## config.mk

```make
export PLATFORM = sky130hd
export DESIGN_NAME = comp2_scheduler
export DESIGN_NICKNAME = d
export VERILOG_FILES = /design/src/rtl/comp2_scheduler.sv
export SDC_FILE = /design/constraint.sdc
export NUM_CORES = 1
export LEC_CHECK = 0
export ABC_AREA = 1
export CAP_MARGIN = 20
export CELL_PAD_IN_SITES_DETAIL_PLACEMENT = 2
export CELL_PAD_IN_SITES_GLOBAL_PLACEMENT = 2
export CORE_ASPECT_RATIO = 0.7
export CORE_UTILIZATION = 28
export CTS_CLUSTER_DIAMETER = 200
export DETAILED_ROUTE_END_ITERATION = 6
export PLACE_DENSITY_LB_ADDON = 0.08
export SYNTH_ARGS = -nofsm -noshare
export SYNTH_HDL_FRONTEND = slang
export SYNTH_SLANG_ARGS = --single-unit
```

## constraint.sdc

```tcl
create_clock -name clk -period 1.8 [get_ports clk]
set_clock_uncertainty 0.1 [all_clocks]
set_input_delay 0.18 -clock clk [delete_from_list [all_inputs] [get_ports clk]]
set_output_delay 0.18 -clock clk [all_outputs]
set_load 0.01 [all_outputs]
```

## src/rtl/comp2_scheduler.sv

```systemverilog
// comp2_scheduler: round-robin shared serial two's-complement negation engine
module comp2_scheduler #(
  parameter int WIDTH = 4
) (
  input  logic             clk,
  input  logic             rst,
  input  logic             REQ0,
  input  logic             REQ1,
  input  logic [WIDTH-1:0] A0,
  input  logic [WIDTH-1:0] A1,
  output logic             GNT0,
  output logic             GNT1,
  output logic             BUSY,
  output logic             DONE,
  output logic [WIDTH-1:0] OUT,
  output logic             OUT_ID
);
  localparam int CW = (WIDTH > 2) ? $clog2(WIDTH) : 1;
  typedef enum logic [1:0] {IDLE, SHIFT, FINISH} state_t;
  state_t           state_q, state_d;
  logic [WIDTH-1:0] sr_q, sr_d, acc_q, acc_d, out_q, out_d;
  logic [CW-1:0]    cnt_q, cnt_d;
  logic             seen_q, seen_d, id_q, id_d, last_q, last_d;
  logic             out_id_q, out_id_d, done_q, done_d, r;
  assign BUSY   = state_q != IDLE;
  assign DONE   = done_q;
  assign OUT    = out_q;
  assign OUT_ID = out_id_q;
  // Grant arbitration in IDLE and the bit-serial copy-until-first-one / invert-rest step
  always_comb begin
    state_d  = state_q;
    sr_d     = sr_q;
    acc_d    = acc_q;
    cnt_d    = cnt_q;
    seen_d   = seen_q;
    id_d     = id_q;
    last_d   = last_q;
    out_d    = out_q;
    out_id_d = out_id_q;
    done_d   = 1'b0;
    r        = seen_q ? ~sr_q[0] : sr_q[0];
    GNT0     = (state_q == IDLE) && REQ0 && (!REQ1 || last_q);
    GNT1     = (state_q == IDLE) && REQ1 && !GNT0;
    case (state_q)
      IDLE: if (GNT0 || GNT1) begin
        sr_d    = GNT1 ? A1 : A0;
        id_d    = GNT1;
        last_d  = GNT1;
        cnt_d   = '0;
        seen_d  = 1'b0;
        state_d = SHIFT;
      end
      SHIFT: begin
        sr_d   = sr_q >> 1;
        seen_d = seen_q | sr_q[0];
        acc_d  = {r, acc_q[WIDTH-1:1]};
        cnt_d  = cnt_q + CW'(1);
        if (cnt_q == CW'(WIDTH - 1)) begin
          state_d  = FINISH;
          out_d    = acc_d;
          out_id_d = id_q;
          done_d   = 1'b1;
        end
      end
      default: state_d = IDLE;
    endcase
  end
  // State registers; reset aborts any operation in flight and clears the result
  always_ff @(posedge clk or posedge rst) begin
    if (rst) begin
      state_q  <= IDLE;
      sr_q     <= '0;
      acc_q    <= '0;
      cnt_q    <= '0;
      seen_q   <= 1'b0;
      id_q     <= 1'b0;
      last_q   <= 1'b1;
      out_q    <= '0;
      out_id_q <= 1'b0;
      done_q   <= 1'b0;
    end else begin
      state_q  <= state_d;
      sr_q     <= sr_d;
      acc_q    <= acc_d;
      cnt_q    <= cnt_d;
      seen_q   <= seen_d;
      id_q     <= id_d;
      last_q   <= last_d;
      out_q    <= out_d;
      out_id_q <= out_id_d;
      done_q   <= done_d;
    end
  end
endmodule

```

==> impl_metrics.toml <==
[yosys]
synth_cell_types = 16
syn_avg_cell_area_sq_um = 8.18
yosys_warnings = 0
synthCells = 114
syn_nets = 128
syn_area_sq_um = 932
seq_area_frac_synth_pct = 53.8
ys_ff_latch = 20

[place]
placedCellCount = 179
portBuffers = 20
placed_cell_area_sq_um = 1230
place.gp.congestion = 0.701
dp_hpwl_um = 1910
post-place-ws_ps = -8.92

[power_and_ir_drop]
p_total_uw = 2080
powerDensity_nw_per_um2 = 1630
max-vdd-ir-drop_uv = 545
p_leak_uw = 0.000707

[detailed_routing]
wl_per_cell_um = 13.1
num_vias = 785
routed_wl_um = 2400
antenna_left = 0
routed_via_density = 4.29
drt-initial-drc-count = 37
post-route-drc-count = 0
dr.pass1.iters = 5

[clocking]
clk_latency_ps = 260
holdBufCountCts = 0
cts_tree = "done"
cts-root-buf = "clkbuf_8"
htreeDepth = 1
path_clk_slew_ps = 70
numCtsBuffers = 3
clkSinkCount = 20
cts_buffer_depth = 2

[cells_and_area]
areaGrowthSynthToFinish_pct = 37.0
final_area_sq_um = 1280
layout.cells.most_common_list = "nand2_1, inv_1, dfrtp_1"
final_cells = 183
final_common_cell = "nand2_1"
nNetsFinal = 160
drive_gt1_share_pct = 11.7
diodes = 0
fillers = 374

[grt]
gr-total-overflow = 0
first_global_vias = 917
grt_max_degree = 21
grt_use_total_pct = 16.2
grt_antenna_before_repair = 0
grt_pass1_wl_um = 4340

[sta]
min_period_ps = 1700
setup_viol = 0
max_freq_mhz = 588
hold_viol_final = 0
fin_hold_ws_ps = 150
tightestPinTransition_ps = 323
finalCritPeriodShare_pct = 94.5
setup_ws_ps = 99.3
rsz0062_at_grt = "false"
finalMaxSlewViolations = 0
relSlewSlack_pct = 78.4

[floorplanning]
start_util_pct = 29.4
ioPinCount = 21
die_y_um = 50.3
dieArea_sq_um = 3570
coreArea_sq_um = 3170
core.rowCount = 17
dieWidth_um = 71.0

[setup_path]
crit_buf_inv = 3
worstPathRequired_ps = 1520
cp_slowest_cell = "dfstp_2"
crit_path_cell_trace = "inv_1, nand2_1, nand2_1, nand2_4, inv_1, dlygate4sd2_1"
critPathMaxStageDelay_ps = 530
startpoint_type = "register"
cp_top_family = "flip-flops"
setup.worst_path.class = "register to primary output"
crit_arrival_ps = 1420
crit_path_end_kind = "primary output"
crit_fanout = 2

[status]
status = "completed"

[hold_path]
hold_path.class = "input port to async pin"

[job]
cap_violations = 0
-- final cells by class --
class,count,area (sq um),area share (%)
sequential,20,502,39.3
multi-input combinational,68,335,26.2
timing repair buffer,27,250,19.6
clock buffer,4,45.0,3.53
tap,38,47.5,3.72
inverter,26,97.6,7.64
-- logic make-up (layout without fill, tap and decap cells) --
logic type | Yosys count | in the layout | share of synthesized area (%)
flip-flops | 20 | 20 | 53.8
buffers and inverters | 26 | 57 | 10.5
adder cells (fa/ha/maj) | 2 | 2 | 2.68
AND/OR/NAND/NOR | 54 | 54 | 26.0
AO/OA/AOI/OAI | 12 | 12 | 6.98
-- layer usage --
metal	up-vias	part of all wire, %	GRT usage (%)
met5	-	0	0
met4	0	0.42	4.00
met3	2	3.4	4.42
met2	11	45	27.1
met1	369	51	21.0
li1	403	-	-
-- state kept, by name, summed over array words and instances, names as in the netlist, 2 cells and up --
register	flops
sr_q	4
acc_q	3
state_q	2
cnt_q	2
OUT	4
-- final timing paths --
path / from / to / slack, ps / cells past startpoint
worst max-delay path: last_q / GNT1 / 100 / 6
worst min-delay path: rst / DONE / 150 / 3
worst max register to register: state_q[1] / sr_q[2] / 370 / 7
worst min register to register: OUT[2] / OUT[2] / 380 / 2
max in group asynchronous: rst / last_q / 1180 / 3
min in group clk: OUT[2] / OUT[2] / 380 / 2
-- synthesized netlist by cell type --
cell type	instances	area (sq um)
o22ai_1	1	6.26
nand2_1	39	146
or2_0	3	18.8
o211ai_1	1	7.51
inv_2	1	3.75
a21oi_1	1	5.00
dfstp_2	1	26.3
ha_1	2	25.0
inv_1	25	93.8
nand3_1	8	40.0
nor2_1	1	3.75
nor2_4	2	22.5
dfrtp_1	19	475
a31oi_1	1	6.26
o21ai_0	8	40.0
nand2_4	1	11.3
-- power breakdown --
part / internal, uW / switching (uW) / total [uW]
clock network: 158 / 148 / 306
logic: 425 / 566 / 991
registers: 674 / 113 / 787
total: 1260 / 827 / 2080
-- per-stage QoR --
stage / TNS [ps] / utilization (%)
2_1_floorplan: 0 / -
5_1_grt: 0 / 40.3
3_3_place_gp: 0 / 38.9
3_5_place_dp: -8.92 / 38.9
6_report: 0 / 40.3
4_1_cts: 0 / 40.3
-- tightest hold or removal path: stages --
cell             delay, ps
clkdlybuf4s50_1        400
inv_1                   50
buf_4                  260
-- repair_timing --
item	in CTS	in global routing
buffers inserted	0	0
resized for setup	4	0
setup endpoints to repair	2	0
endpoints found under the hold margin	0	0
No activity file was read; power rests on OpenSTA's default activity.
